$ cat src/rtl/jzjpcc_pkg.sv
// Shared types and constants for the pipeline control block.
//   pipe_ctrl_state_t  : control FSM states (RUN, DRAIN, HALTED)
//   HALT_DRAIN_CYCLES  : cycles spent draining after a halt instruction leaves decode
//   REG_X0             : architectural zero register, never a real hazard source
package jzjpcc_pkg;

  typedef enum logic [1:0] {
    RUN    = 2'd0,
    DRAIN  = 2'd1,
    HALTED = 2'd2
  } pipe_ctrl_state_t;

  localparam int unsigned HALT_DRAIN_CYCLES = 3;
  localparam logic [4:0]  REG_X0 = 5'd0;

endpackage

$ cat src/rtl/jzjpcc_pipeline_control_if.sv
// Bundle between the pipeline datapath and the pipeline control block.
//   Decode-stage info : rs1_decode, rs2_decode, rs1_used_decode, rs2_used_decode, halt_decode
//   Execute-stage info: rd_execute, is_load_execute, branch_taken_execute
//   Memory handshake  : mem_req_memory, mem_ready_memory
//   Controls          : stall_fetch/decode/execute/memory, flush_decode/execute
// Modport master is the control block (drives controls); slave is the datapath.
interface jzjpcc_pipeline_control_if;

  logic [4:0] rs1_decode;
  logic [4:0] rs2_decode;
  logic       rs1_used_decode;
  logic       rs2_used_decode;
  logic       halt_decode;
  logic [4:0] rd_execute;
  logic       is_load_execute;
  logic       branch_taken_execute;
  logic       mem_req_memory;
  logic       mem_ready_memory;
  logic       stall_fetch;
  logic       stall_decode;
  logic       stall_execute;
  logic       stall_memory;
  logic       flush_decode;
  logic       flush_execute;

  modport master (
    input  rs1_decode, rs2_decode, rs1_used_decode, rs2_used_decode, halt_decode,
    input  rd_execute, is_load_execute, branch_taken_execute,
    input  mem_req_memory, mem_ready_memory,
    output stall_fetch, stall_decode, stall_execute, stall_memory,
    output flush_decode, flush_execute
  );

  modport slave (
    output rs1_decode, rs2_decode, rs1_used_decode, rs2_used_decode, halt_decode,
    output rd_execute, is_load_execute, branch_taken_execute,
    output mem_req_memory, mem_ready_memory,
    input  stall_fetch, stall_decode, stall_execute, stall_memory,
    input  flush_decode, flush_execute
  );

endinterface

$ cat src/rtl/jzjpcc_hazard_detect.sv
// Combinational load-use hazard comparator.
//   rs1/rs2, rs1_used/rs2_used : source registers of the decode instruction
//   rd, is_load                : destination and load flag of the execute instruction
//   hazard                     : decode needs a value the execute load has not produced yet
module jzjpcc_hazard_detect
  import jzjpcc_pkg::*;
(
  input  logic [4:0] rs1,
  input  logic [4:0] rs2,
  input  logic       rs1_used,
  input  logic       rs2_used,
  input  logic [4:0] rd,
  input  logic       is_load,
  output logic       hazard
);

  // Writes to x0 are discarded, so a load targeting x0 can never feed a consumer.
  assign hazard = is_load && (rd != REG_X0) &&
                  ((rs1_used && (rs1 == rd)) || (rs2_used && (rs2 == rd)));

endmodule

$ cat src/rtl/jzjpcc_pipeline_control.sv
// Central stall/flush sequencer for the 5-stage core.
//   clock, reset : core clock, synchronous active-high reset
//   pipe         : datapath bundle (hazard/branch/halt/memory inputs, stall/flush outputs)
//   halted       : core stopped, held until reset
//   stall_count  : saturating count of cycles with stall_fetch set (HALTED cycles excluded)
module jzjpcc_pipeline_control
  import jzjpcc_pkg::*;
#(
  parameter int STALL_CNT_W = 32
) (
  input  logic                        clock,
  input  logic                        reset,
  jzjpcc_pipeline_control_if.master   pipe,
  output logic                        halted,
  output logic [STALL_CNT_W-1:0]      stall_count
);

  pipe_ctrl_state_t state, state_next;
  logic [1:0]       drain_cnt, drain_next;
  logic             hazard;
  logic             mem_wait;
  logic             stall_f, stall_d, stall_e, stall_m;
  logic             flush_d, flush_e;

  jzjpcc_hazard_detect hazard_unit (
    .rs1      (pipe.rs1_decode),
    .rs2      (pipe.rs2_decode),
    .rs1_used (pipe.rs1_used_decode),
    .rs2_used (pipe.rs2_used_decode),
    .rd       (pipe.rd_execute),
    .is_load  (pipe.is_load_execute),
    .hazard   (hazard)
  );

  assign mem_wait = pipe.mem_req_memory && !pipe.mem_ready_memory;

  always_ff @(posedge clock) begin
    if (reset) begin
      state       <= RUN;
      drain_cnt   <= 2'd0;
      stall_count <= '0;
    end else begin
      state     <= state_next;
      drain_cnt <= drain_next;
      if (stall_f && (state != HALTED) && !(&stall_count))
        stall_count <= stall_count + STALL_CNT_W'(1);
    end
  end

  // Reset outranks everything and presents bubbles; a memory wait freezes the
  // whole pipe and defers every other event until the access completes.
  always_comb begin
    state_next = state;
    drain_next = drain_cnt;
    stall_f    = 1'b0;
    stall_d    = 1'b0;
    stall_e    = 1'b0;
    stall_m    = 1'b0;
    flush_d    = 1'b0;
    flush_e    = 1'b0;
    halted     = 1'b0;
    if (reset) begin
      flush_d = 1'b1;
      flush_e = 1'b1;
    end else begin
      halted = (state == HALTED);
      if (mem_wait) begin
        stall_f = 1'b1;
        stall_d = 1'b1;
        stall_e = 1'b1;
        stall_m = 1'b1;
      end else begin
        unique case (state)
          RUN: begin
            if (pipe.branch_taken_execute) begin
              flush_d = 1'b1;
              flush_e = 1'b1;
            end else if (hazard) begin
              stall_f = 1'b1;
              stall_d = 1'b1;
              flush_e = 1'b1;
            end else if (pipe.halt_decode) begin
              flush_d    = 1'b1;
              state_next = DRAIN;
              drain_next = 2'(HALT_DRAIN_CYCLES);
            end
          end
          DRAIN: begin
            stall_f = 1'b1;
            stall_d = 1'b1;
            flush_e = 1'b1;
            if (drain_cnt == 2'd1) begin
              state_next = HALTED;
              drain_next = 2'd0;
            end else begin
              drain_next = drain_cnt - 2'd1;
            end
          end
          HALTED: begin
            stall_f = 1'b1;
            stall_d = 1'b1;
            flush_e = 1'b1;
          end
          default: begin
            state_next = RUN;
            drain_next = 2'd0;
          end
        endcase
      end
    end
  end

  assign pipe.stall_fetch   = stall_f;
  assign pipe.stall_decode  = stall_d;
  assign pipe.stall_execute = stall_e;
  assign pipe.stall_memory  = stall_m;
  assign pipe.flush_decode  = flush_d;
  assign pipe.flush_execute = flush_e;

endmodule

$ cat src/flat_wrapper.sv
// flat-port wrapper written by rule: the top's interface ports become plain ports
module jzjpcc_pipeline_control_flat import jzjpcc_pkg::*;
#(
  parameter int STALL_CNT_W = 32
)
  (clock, reset, halted, stall_count, pipe_rs1_decode, pipe_rs2_decode, pipe_rs1_used_decode, pipe_rs2_used_decode, pipe_halt_decode, pipe_rd_execute, pipe_is_load_execute, pipe_branch_taken_execute, pipe_mem_req_memory, pipe_mem_ready_memory, pipe_stall_fetch, pipe_stall_decode, pipe_stall_execute, pipe_stall_memory, pipe_flush_decode, pipe_flush_execute);
  jzjpcc_pipeline_control_if pipe_i ();
  input  logic clock;
  input  logic reset;
  output logic halted;
  output logic [STALL_CNT_W-1:0] stall_count;
  input wire logic [$bits(pipe_i.rs1_decode)-1:0] pipe_rs1_decode;
  input wire logic [$bits(pipe_i.rs2_decode)-1:0] pipe_rs2_decode;
  input wire logic [$bits(pipe_i.rs1_used_decode)-1:0] pipe_rs1_used_decode;
  input wire logic [$bits(pipe_i.rs2_used_decode)-1:0] pipe_rs2_used_decode;
  input wire logic [$bits(pipe_i.halt_decode)-1:0] pipe_halt_decode;
  input wire logic [$bits(pipe_i.rd_execute)-1:0] pipe_rd_execute;
  input wire logic [$bits(pipe_i.is_load_execute)-1:0] pipe_is_load_execute;
  input wire logic [$bits(pipe_i.branch_taken_execute)-1:0] pipe_branch_taken_execute;
  input wire logic [$bits(pipe_i.mem_req_memory)-1:0] pipe_mem_req_memory;
  input wire logic [$bits(pipe_i.mem_ready_memory)-1:0] pipe_mem_ready_memory;
  output wire logic [$bits(pipe_i.stall_fetch)-1:0] pipe_stall_fetch;
  output wire logic [$bits(pipe_i.stall_decode)-1:0] pipe_stall_decode;
  output wire logic [$bits(pipe_i.stall_execute)-1:0] pipe_stall_execute;
  output wire logic [$bits(pipe_i.stall_memory)-1:0] pipe_stall_memory;
  output wire logic [$bits(pipe_i.flush_decode)-1:0] pipe_flush_decode;
  output wire logic [$bits(pipe_i.flush_execute)-1:0] pipe_flush_execute;
  assign pipe_i.rs1_decode = pipe_rs1_decode;
  assign pipe_i.rs2_decode = pipe_rs2_decode;
  assign pipe_i.rs1_used_decode = pipe_rs1_used_decode;
  assign pipe_i.rs2_used_decode = pipe_rs2_used_decode;
  assign pipe_i.halt_decode = pipe_halt_decode;
  assign pipe_i.rd_execute = pipe_rd_execute;
  assign pipe_i.is_load_execute = pipe_is_load_execute;
  assign pipe_i.branch_taken_execute = pipe_branch_taken_execute;
  assign pipe_i.mem_req_memory = pipe_mem_req_memory;
  assign pipe_i.mem_ready_memory = pipe_mem_ready_memory;
  assign pipe_stall_fetch = pipe_i.stall_fetch;
  assign pipe_stall_decode = pipe_i.stall_decode;
  assign pipe_stall_execute = pipe_i.stall_execute;
  assign pipe_stall_memory = pipe_i.stall_memory;
  assign pipe_flush_decode = pipe_i.flush_decode;
  assign pipe_flush_execute = pipe_i.flush_execute;
  jzjpcc_pipeline_control #(.STALL_CNT_W(STALL_CNT_W)) u_core (.clock(clock), .reset(reset), .pipe(pipe_i), .halted(halted), .stall_count(stall_count));
endmodule
$ cat config.mk
export PLATFORM = sky130hd
export DESIGN_NAME = jzjpcc_pipeline_control_flat
export DESIGN_NICKNAME = d
export VERILOG_FILES = /design/src/rtl/jzjpcc_pkg.sv /design/src/rtl/jzjpcc_pipeline_control_if.sv /design/src/rtl/jzjpcc_hazard_detect.sv /design/src/rtl/jzjpcc_pipeline_control.sv /design/src/flat_wrapper.sv
export SDC_FILE = /design/constraint.sdc
export NUM_CORES = 1
export LEC_CHECK = 0
export BUFFER_PORTS_ARGS = -buffer_cell sky130_fd_sc_hd__buf_4
export CAP_MARGIN = 20
export CELL_PAD_IN_SITES_DETAIL_PLACEMENT = 0
export CELL_PAD_IN_SITES_GLOBAL_PLACEMENT = 1
export CORE_AREA = 2 2 78 80
export CTS_BUF_LIST = sky130_fd_sc_hd__clkbuf_8
export DETAILED_ROUTE_END_ITERATION = 7
export DIE_AREA = 0 0 80 82
export PLACE_DENSITY = 0.87
export SETUP_SLACK_MARGIN = 0.1
export SLEW_MARGIN = 40
export SYNTH_ARGS = -nofsm -noshare
export SYNTH_HDL_FRONTEND = slang
export SYNTH_SLANG_ARGS = --single-unit
$ cat constraint.sdc
create_clock -name clock -period 3.09 [get_ports clock]
set_input_delay 0.309 -clock clock [delete_from_list [all_inputs] [get_ports clock]]
set_output_delay 0.309 -clock clock [all_outputs]
set_load 0.01 [all_outputs]
==> metrics.txt <==
status complete, no violations; number of remaining DRC errors 0; # setup viols final 0; Max Cap Viol 0; core area 5746 µm²; largest net degree at the start of global routing 38; number of inserted diodes 0; Fin. Hold Viols 0; Max Clock Skew 0.004134 ns; Wirelength per Cell 13.79 µm; CP required 3.27 ns; CTS sink count 36; synth warn 0; Mean Syn Cell Area 7.978 µm²; Pins Over Slew Limit 0; CTS tree built; via count 2181; Starting Density 0.3693; vias in the first global route 1985; number of H-tree levels 2; crit share post-route 0.8428; synthesized instance count 266; Finished Core Util 0.4767; post-layout total power 1.079 mW; worst slew pin tran 0.7004 ns; Netlist cell types 39; Root Buffer clkbuf_8; dpl hpwl 4.078 mm; port bufs 62; Seq. cell area 720.7 µm²; initial DRC count 122; Seq/Total Area, Yosys 0.3396; Die Area 6560 µm²; worst reg2reg startpoint u_core.state[1]; most common cell after layout, fill and taps aside buf_4; CP startpoint u_core.state[1]; area of the multi-input gates 1299 µm²; Final nets 353; Die Span Y 82 µm; post-route antenna net violation count 0; syn nets 296; clk buf depth 2; RSZ-0062 raised after global routing no; Worst Setup Start Kind flop; die width 80 µm; Setup WS post-layout 0.4856 ns; first-pass GRT wire length 9.273 mm; total negative slack 0 ns; Final min period 2.604 ns; initial antenna violation count 0; GRT Resource Usage Total 0.1801; Achievable Freq 0.3840 GHz; Worst-Skew Late Latency 0.29 ns; # hold bufs at CTS 0; Power Density 394.1 nW/µm²; post-synth top area share 0.3396; Synth area leaders dfxtp_1 (34%), a21oi_1 (6.1%), o31ai_1 (5.0%); Critical Path Fanout Max 13; Num CTS Buffers 5; Crit Path Class flop to flop; TritonRoute pass-1 iters 4; Hold Slack 0.4191 ns; GPL Wtd Cong 0.7584; Area Growth Syn to Fin 29.07%; post-CTS setup buffer count 0; layout cells sized above 1 0.2384; pre-CTS setup slack 0.4001 ns; Layout fillers 592; Max rail drop VDD 0.1623 mV; most frequent cells in the layout buf_4 (64), dfxtp_1 (36), a21oi_1 (26); post-synth top area cell dfxtp_1; vias per cell 5.480; #FFs+latches synth 36; IO Count 63; Worst Setup End Kind flop; HP Class input pin to flop; total wire length 5.488 mm; post-synth design cell area 2122 µm²; WP data arrival 2.78 ns; grt ovf 0; Clock Pin Slew Worst Setup and Hold Paths 0.07 ns; hold_sp reset; Slew Limit Headroom 0.5330; post_cts resized 0; Pleak 1.025 nW; Row Count 28
sequential cells by signal, summed over array words and instances (netlist names):
signal / flops
u_core.state: 2
u_core.drain_cnt: 2
u_core.stall_count: 32
worst paths after layout:
path / to / cells after the start / slack (ns)
max: u_core.stall_count[20] / 7 / 0.49
min: u_core.stall_count[14] / 2 / 0.42
max reg2reg: u_core.stall_count[20] / 7 / 0.49
min reg2reg: u_core.stall_count[6] / 1 / 0.49
critical path, stage by stage (launching register included):
cell and delay (ns):
dfxtp_1 0.39, inv_1 0.08, ha_1 0.29, nand2_1 0.05
a21oi_1 0.52, o2111ai_2 0.42, nor4_1 0.37, mux2_2 0.37
through the flow:
step / area, µm² / std cells
6_report: 2739 / 398
5_1_grt: 2739 / 398
4_1_cts: 2735 / 398
3_5_place_dp: 2639 / 391
3_3_place_gp: 2635 / 391
2_1_floorplan: 2122 / 266
report_power, final:
part           switching [mW]  internal (mW)  total (mW)
Sequential             0.0175          0.480       0.498
Clock                   0.165          0.199       0.363
Combinational           0.123         0.0950       0.218
metal layers:
layer,up-vias,part of all wire,GRT usage
met3,2,0.055,0.04286
met5,-,0,0
met4,0,0.0075,0.06102
li1,1109,-,-
met2,55,0.50,0.3075
met1,1015,0.44,0.2229
cell usage after synthesis, drive strengths merged:
| library cell | number |
|---|---|
| nor3 | 2 |
| and2 | 1 |
| or3 | 6 |
| a211oi | 4 |
| and4 | 4 |
| nor2b | 3 |
| ha | 6 |
| o211ai | 6 |
| o41ai | 1 |
| o21ai | 12 |
| clkinv | 1 |
| or4 | 14 |
| nor4 | 6 |
| buf | 5 |
| o31ai | 14 |
| o31a | 3 |
| nand2b | 2 |
| mux2i | 1 |
| nor2 | 22 |
| o2111ai | 1 |
| o311ai | 2 |
| nand4 | 8 |
| xor2 | 11 |
| mux2 | 2 |
| nand2 | 16 |
| xnor2 | 3 |
| nand3 | 17 |
| a21oi | 26 |
| a22oi | 1 |
| o21a | 3 |
| dfxtp | 36 |
| and3 | 5 |
| nand4b | 1 |
| clkbuf | 9 |
| inv | 12 |
cell type report:
cell class,instances,area share
multi-input combinational,203,0.4742
sequential,36,0.2631
timing repair buffer,64,0.1754
clock buffer,7,0.03518
tap,75,0.03426
inverter,13,0.01782
cell families after synthesis:
| kind of cell | count (synthesis) | share of synthesized area |
|---|---|---|
| xor+xnor | 14 | 0.05778 |
| fa+ha+maj | 6 | 0.03538 |
| buf+inv | 27 | 0.05188 |
| flops | 36 | 0.3396 |
| simple gates | 107 | 0.2736 |
| compound gates | 73 | 0.2264 |
| mux | 3 | 0.01533 |
(Power assumes the default switching activity.)
